File: src/rtl/queue_reader.sv
// Reads one byte at a time from the queue block and holds each byte on data_out for HOLD_CYCLES.
// The queue's acknowledge is taken from a change in its occupancy.
module queue_reader #(
  parameter int HOLD_CYCLES    = 10000,
  parameter int TIMEOUT_CYCLES = 8
) (
  input  logic       clock_10KHZ,
  input  logic       reset,
  input  logic       enable_in,
  input  logic [3:0] len_in,
  input  logic [7:0] data_in,
  output logic       dequeue_out,
  output logic [7:0] data_out,
  output logic       data_valid_out,
  output logic       busy_out,
  output logic [7:0] read_count_out,
  output logic       timeout_err_out
);

  localparam int HOLD_W    = $clog2(HOLD_CYCLES + 1);
  localparam int TIMEOUT_W = $clog2(TIMEOUT_CYCLES + 1);
  localparam logic [HOLD_W-1:0]    HOLD_LAST    = HOLD_W'(HOLD_CYCLES - 1);
  localparam logic [TIMEOUT_W-1:0] TIMEOUT_LAST = TIMEOUT_W'(TIMEOUT_CYCLES - 1);

  typedef enum logic [2:0] {
    IDLE     = 3'd0,
    REQ      = 3'd1,
    WAIT_ACK = 3'd2,
    HOLD     = 3'd3,
    GAP      = 3'd4
  } state_t;

  state_t               state, next_state;
  logic                 armed, next_armed;
  logic [3:0]           len_snap, next_len_snap;
  logic [TIMEOUT_W-1:0] timer, next_timer;
  logic [HOLD_W-1:0]    hold_cnt, next_hold_cnt;
  logic [7:0]           next_data;
  logic                 next_valid;
  logic [7:0]           next_count;
  logic                 next_err;

  // Next-state and next-register values; every register keeps its value unless a state moves it.
  always_comb begin
    next_state    = state;
    next_armed    = 1'b1;
    next_len_snap = len_snap;
    next_timer    = timer;
    next_hold_cnt = hold_cnt;
    next_data     = data_out;
    next_valid    = data_valid_out;
    next_count    = read_count_out;
    next_err      = timeout_err_out;
    case (state)
      IDLE: begin
        // armed stays low for the first edge after reset so no request follows release immediately
        if (armed && enable_in && (len_in != 4'd0)) begin
          next_state = REQ;
        end else begin
          next_state = IDLE;
        end
      end
      REQ: begin
        next_len_snap = len_in;
        next_timer    = '0;
        next_state    = WAIT_ACK;
      end
      WAIT_ACK: begin
        if (len_in != len_snap) begin
          next_data     = data_in;
          next_valid    = 1'b1;
          next_count    = read_count_out + 8'd1;
          next_hold_cnt = '0;
          next_state    = HOLD;
        end else if (timer == TIMEOUT_LAST) begin
          next_err   = 1'b1;
          next_state = GAP;
        end else begin
          next_timer = timer + TIMEOUT_W'(1);
        end
      end
      HOLD: begin
        if (hold_cnt == HOLD_LAST) begin
          next_valid = 1'b0;
          next_state = GAP;
        end else begin
          next_hold_cnt = hold_cnt + HOLD_W'(1);
        end
      end
      GAP: begin
        next_state = IDLE;
      end
      default: begin
        next_state = IDLE;
      end
    endcase
  end

  // State, counters and registered outputs; dequeue/busy are decoded from the next state.
  always_ff @(posedge clock_10KHZ or posedge reset) begin
    if (reset) begin
      state           <= IDLE;
      armed           <= 1'b0;
      len_snap        <= 4'd0;
      timer           <= '0;
      hold_cnt        <= '0;
      dequeue_out     <= 1'b0;
      data_out        <= 8'h00;
      data_valid_out  <= 1'b0;
      busy_out        <= 1'b0;
      read_count_out  <= 8'd0;
      timeout_err_out <= 1'b0;
    end else begin
      state           <= next_state;
      armed           <= next_armed;
      len_snap        <= next_len_snap;
      timer           <= next_timer;
      hold_cnt        <= next_hold_cnt;
      dequeue_out     <= (next_state == REQ);
      data_out        <= next_data;
      data_valid_out  <= next_valid;
      busy_out        <= (next_state != IDLE);
      read_count_out  <= next_count;
      timeout_err_out <= next_err;
    end
  end

endmodule

File: config.mk
export PLATFORM = sky130hd
export DESIGN_NAME = queue_reader
export DESIGN_NICKNAME = d
export VERILOG_FILES = /design/src/rtl/queue_reader.sv
export SDC_FILE = /design/constraint.sdc
export NUM_CORES = 1
export LEC_CHECK = 0
export ABC_AREA = 0
export BUFFER_PORTS_ARGS = -buffer_cell sky130_fd_sc_hd__buf_2
export CORE_UTILIZATION = 45
export DETAILED_ROUTE_END_ITERATION = 6
export GPL_TIMING_DRIVEN = 0
export MAX_ROUTING_LAYER = met4
export PLACE_DENSITY_LB_ADDON = 0.05
export RECOVER_POWER = 25
export SLEW_MARGIN = 20
export SYNTH_ARGS = -nofsm -noshare
export SYNTH_HDL_FRONTEND = slang
export SYNTH_SLANG_ARGS = --single-unit
File: constraint.sdc
create_clock -name clock_10KHZ -period 3.72 [get_ports clock_10KHZ]
set_clock_uncertainty 0.1 [all_clocks]
set_input_delay 0.186 -clock clock_10KHZ [delete_from_list [all_inputs] [get_ports clock_10KHZ]]
set_output_delay 0.186 -clock clock_10KHZ [all_outputs]
set_load 0.005 [all_outputs]
==> results.toml, run 1 <==
[grt]
track_usage_pct = 19.4
grt_pass1_vias = 1617
antenna_found_initial = 0
grt_pass1_wl_um = 7300
grt_overflow_total = 0
grt_max_degree = 35

[cts]
insertion_delay_ns = 0.30
cts_hold_buf = 9
post-cts-setup-buffer-count = 0
clk_path_buf_depth = 2
htreeDepth = 2
cts_tree = "yes"
cts_sinks = 46
cts_root_buf = "clkbuf_8"
cts_resized = 0
numCtsBuffers = 5
clkTransAtPathRegs_ns = 0.09

[timing]
setup_violations = 0
hold_viol = 0
fmax_ghz = 0.451
rsz0062_at_grt = "no"
drv_slew = 0
tightest_slew_ns = 1.04
fin_setup_tns_ns = 0
slew_headroom_pct = 29.9
finalCritPeriodShare_pct = 59.7
min_period_ns = 2.22

[setup_path]
critPathBufInv = 1
path_cells = "nor3b_1 > o41a_1 > clkbuf_1 > nand4_1 > xnor2_1"
cp_max_fo = 10
crit_path_start_kind = "flip-flop"
cp_slowest_cell = "dfrtp_1"
critPathMaxStageDelay_ns = 0.45
crit_arrival_ns = 2.31
critPathRequiredTime_ns = 3.81
end_kind = "flip-flop"
critPathTopFamily = "simple AND/OR/NAND/NOR gates"
path_class = "reg2reg"

[logic_synthesis]
synth-edff-count = 0
syn_area_um2 = 2140
synth.net_count = 234
yosysSeqAreaShare_pct = 53.8
synthArstFlopShare_pct = 100
synth_top_area_cell = "dfrtp_1"
synth_warnings = 0
yosysTopAreaCellShare_pct = 53.8
ys.flop_type = "dfrtp_1"
synthCells = 216
synthTopCellsByArea = "dfrtp_1 (54%), nand2_1 (9.6%), xnor2_1 (5.3%)"
syn_avg_cell_area_um2 = 9.91
yosysUniqueCellTypes = 41
synth_most_common_cell = "nand2_1"
ys_top_cells_by_count = "nand2_1 (55), dfrtp_1 (46), nor2_1 (15)"
ys_ff_latch = 46

[power_and_ir_drop]
p_comb_share_pct = 34.2
p_clk_share_pct = 21.7
switching_share_pct = 36.6
internal_power_mw = 1.08
p_per_area_nw_per_um2 = 657
ir_drop_v = 0.000435
power_leakage_nw = 1.26
power_frac_seq_pct = 44.1
p_sw_mw = 0.627

[detailed_routing]
via_per_inst = 5.20
antenna_left = 0
drtPass1Iterations = 6
wirelength_um = 4120
drcViolationCount = 0
drt_iter0_drc = 114
vias = 1665
wl_per_cell_um = 12.9

[run_status]
status = "finished, final reports clean"

[job]
drv_cap = 0

[final_layout]
areaGrowthSynthToFinish_pct = 21.7
antenna_cells_inserted = 0
multi_input_area_um2 = 955
seqCellArea_um2 = 1150
drive_gt1_share_pct = 20.1
fin_util_pct = 58.2
instances_no_fill = 320
finalInstanceArea_um2 = 2610
fin_nets = 285
fillCellCount = 391

[die]
die_w_um = 71.0
core.rowCount = 24
start_util_pct = 47.8
die_h_um = 71.0
die-area_um2 = 5040
core_um2 = 4470
ios = 35

[min_path]
hold_class = "in2reg"

[place]
numPlacedInstances = 303
hpwlAfterDp_um = 2830
gp_congestion = 0.783
io_buffers = 34
dpl-instance-area_um2 = 2400
cell families (layout without fill, tap and decap cells):
logic type | after synthesis | count (layout) | synth area share (%)
and+or+nand+nor | 114 | 114 | 25.8
buffers and inverters | 11 | 63 | 1.99
muxes | 5 | 5 | 2.45
adders and majority gates | 3 | 3 | 1.75
xor gates and xnor gates | 19 | 19 | 7.77
other | 1 | 1 | 0.175
AOI/OAI and AO/OA | 17 | 17 | 6.25
DFF | 46 | 46 | 53.8
routing by layer:
metal,vias to the layer above,share of wire (%),global-route usage [%]
met1,780,49,25.7
met3,4,3.8,4.70
met2,37,46,29.4
met4,0,1.3,6.67
met5,-,0,-
li1,844,-,-
layout by cell type, fill, tap and decap left out, drive strengths merged, types with 6 or more instances in the layout:
cell type / n
nand3: 7
nor3: 7
nand2: 55
nand4: 7
dlygate4sd3: 9
xnor2: 13
clkbuf: 9
inv: 7
nor2: 15
dfrtp: 46
xor2: 6
buf: 36
nor4: 9
metrics by stage:
| step | setup WS, ns | hold slack, ns | power, mW |
|---|---|---|---|
| floorplan | 1.73 | 0.191 | 1.13 |
| global placement | 1.36 | 0.274 | 1.32 |
| detailed placement | 1.54 | 0.0547 | 1.35 |
| CTS | 1.49 | 0.00521 | 1.73 |
| global route | 1.35 | 0.0249 | 1.85 |
| finish | 1.50 | 0.0129 | 1.71 |
worst register-to-register path, cell delays in order (launching register included):
cell and delay (ns):
dfrtp_1 0.45, nor3b_1 0.42, o41a_1 0.42, clkbuf_1 0.41, nand4_1 0.17, xnor2_1 0.15
flip-flops by register name, indices dropped and copies added (netlist names):
register / count
len_snap: 4
hold_cnt: 14
timer: 4
state: 3
data_out: 8
busy_out: 1
dequeue_out: 1
armed: 1
read_count_out: 8
data_valid_out: 1
timeout_err_out: 1
power by group through the flow:
stage               clock network [mW]  registers (mW)  logic [mW]
floorplan                            0           0.752       0.380
detailed placement                   0           0.760       0.586
CTS                              0.386           0.753       0.595
global placement                     0           0.762       0.562
finish                           0.371           0.754       0.586
global route                     0.402           0.778       0.667
final cells by class:
cell class	count	share of cell area, %
clock buffer	5	2.64
timing repair buffer	44	10.8
inverter	6	0.864
multi-input combinational	159	36.6
buffer	5	0.768
tap	52	2.50
sequential	46	44.2
clock inverter	3	1.68
worst paths after layout:
kind / start / to / slack (ns) / cells past startpoint
worst min-delay path: len_in[2] / len_snap[2] / 0.01 / 3
min in group asynchronous: reset / data_out[2] / 0.39 / 3
worst min register to register: read_count_out[7] / read_count_out[7] / 0.37 / 1
max in group asynchronous: reset / hold_cnt[9] / 2.57 / 4
worst max register to register: state[0] / read_count_out[3] / 1.50 / 5
worst max-delay path: state[0] / read_count_out[3] / 1.50 / 5
No activity file was read; power rests on OpenSTA's default activity.
==> run 2: changes to the inputs <==
- clock period: 3.72 -> 2 ns (I/O delays scaled with it)
==> run 2 against run 1 <==
Effect of this change:
- the flow now finishes with violations (design-rule violations, negative setup slack)
- critical endpoint is now hold_cnt[0]
- non-clock buffer count rose by 11
- maximum frequency rose by 10%
- global-route usage rose by 0.79 points
- critical path depth fell by 1
==> results.toml, run 2 (synthesis gave the netlist of run 1 again) <==
[final_layout]
finalInstanceArea_um2 = 2760
antenna_cells_inserted = 0
final_common_cell = "nand2_1"
drive_gt1_share_pct = 25.4
largest_reg_flops = 14
fillCellCount = 364
largest_register = "hold_cnt"
final_cell_mix = "nand2_1 (55), dfrtp_1 (46), buf_2 (36)"
areaGrowthSynthToFinish_pct = 29.0
fin_nets = 296
largestRegisters = "hold_cnt x14, data_out x8, read_count_out x8"

[die]
ios = 35
core_um2 = 4470
die-area_um2 = 5040
die_h_um = 71.0
start_util_pct = 47.8
die_w_um = 71.0
core.rowCount = 24

[cts]
cts_root_buf = "clkbuf_8"
insertion_delay_ns = 0.30
cts_sinks = 46
numCtsBuffers = 5
clk_path_buf_depth = 2
cts_tree = "yes"
htreeDepth = 2
clkTransAtPathRegs_ns = 0.09

[timing]
fmax_ghz = 0.497
drv_slew = 0
slew_headroom_pct = 36.3
setup_violations = 1
rsz0062_at_grt = "yes"
setup_slack_ns = -0.0135
hold_slack_ns = 0.0868
tightest_slew_ns = 0.953
hold_viol = 0
finalCritPeriodShare_pct = 101
min_period_ns = 2.01

[setup_path]
end_kind = "flip-flop"
cp_slowest_cell = "or4_4"
path_cells = "or4_4 > or4_4 > a21oi_4 > mux2_2"
crit_arrival_ns = 2.15
path_class = "reg2reg"
critPathRequiredTime_ns = 2.14
crit_path_start_kind = "flip-flop"
r2r-start = "hold_cnt[5]"
crit_top_cell = "or4_4"
critPathMaxStageDelay_ns = 0.55
cp_max_fo = 4
crit_start = "hold_cnt[5]"

[place]
hpwlAfterDp_um = 2830
gp_congestion = 0.783
dpl-instance-area_um2 = 2400
io_buffers = 34

[detailed_routing]
drt_iter0_drc = 90
vias = 1719
drtPass1Iterations = 7
wirelength_um = 4360
wl_per_cell_um = 13.2
via_per_inst = 5.19
antenna_left = 0
drcViolationCount = 1

[power_and_ir_drop]
power_leakage_nw = 1.32
p_clk_share_pct = 20.7
p_sw_mw = 1.24
switching_share_pct = 37.2
power_frac_seq_pct = 42.6
ir_drop_v = 0.000877
p_comb_share_pct = 36.7
p_per_area_nw_per_um2 = 1210
internal_power_mw = 2.10

[grt]
grt_overflow_total = 0
grt_pass1_wl_um = 7620
track_usage_pct = 20.2
antenna_found_initial = 0
grt_pass1_vias = 1685
grt_max_degree = 35

[min_path]
min_from = "enable_in"
hold_class = "in2reg"

[run_status]
violations = "design-rule violations, negative setup slack"
status = "finished with violations"

[job]
drv_cap = 0
## run 2: final cells by class
cell class                      count  area, µm²  share of cell area, %
Buffer                              5       22.5                  0.815
Clock inverter                      3       43.8                   1.59
Tap cell                           52       65.1                   2.36
Clock buffer                        5       68.8                   2.49
Inverter                            6       22.5                  0.815
Timing Repair Buffer               55        358                   13.0
Multi-Input combinational cell    159       1030                   37.3
Sequential cell                    46       1150                   41.7
## run 2: stage by stage
step / utilization (%) / worst slack (ns) / total power [mW] / TNS [ns] / std cells
after global placement: 53.1 / -0.355 / 2.46 / -5.07 / 302
final: 61.7 / -0.0135 / 3.34 / -0.0135 / 331
after CTS: 61.2 / 0.000536 / 3.33 / 0 / 331
after floorplan: - / 0.00904 / 2.11 / 0 / 216
after global routing: 61.7 / -0.0723 / 3.59 / -0.267 / 331
after detailed placement: 53.7 / -0.177 / 2.50 / -1.03 / 303
## run 2: critical path, delay by kind of cell (launching register included)
kind             cells  cell delay, ns
AO/OA/AOI/OAI        1            0.18
AND/OR/NAND/NOR      2            1.10
multiplexers         1            0.18
flip-flops           1            0.39
## run 2: metal layers
layer | track usage, % | wire [µm] | vias to the layer above
li1 | - | - | 864
met1 | 26.9 | 2150 | 808
met2 | 30.4 | 2000 | 41
met3 | 4.70 | 153 | 6
met4 | 7.33 | 54 | 0
met5 | - | 0 | -
## run 2: worst paths after layout
kind | end | slack, ns | cells past startpoint
min | dequeue_out | 0.09 | 5
min in group asynchronous | data_out[2] | 0.28 | 3
min reg2reg | read_count_out[7] | 0.37 | 1
max reg2reg | hold_cnt[0] | -0.01 | 4
max | hold_cnt[0] | -0.01 | 4
max in group asynchronous | hold_cnt[9] | 0.36 | 4
## run 2: power by group through the flow
stage	Sequential [mW]	Clock (mW)	Combinational, mW
CTS	1.40	0.717	1.21
global route	1.46	0.748	1.38
detailed placement	1.41	0	1.09
global placement	1.42	0	1.04
finish	1.43	0.693	1.23
floorplan	1.40	0	0.706
## run 2: what timing repair did
item                                    in CTS  in global routing
endpoints found under the setup margin      29                 18
pin swaps                                    3                  3
hold buffers                                13                  0
hold endpoints to repair                    60                  0
gates resized for setup                      6                  9
setup buffers                                7                  0
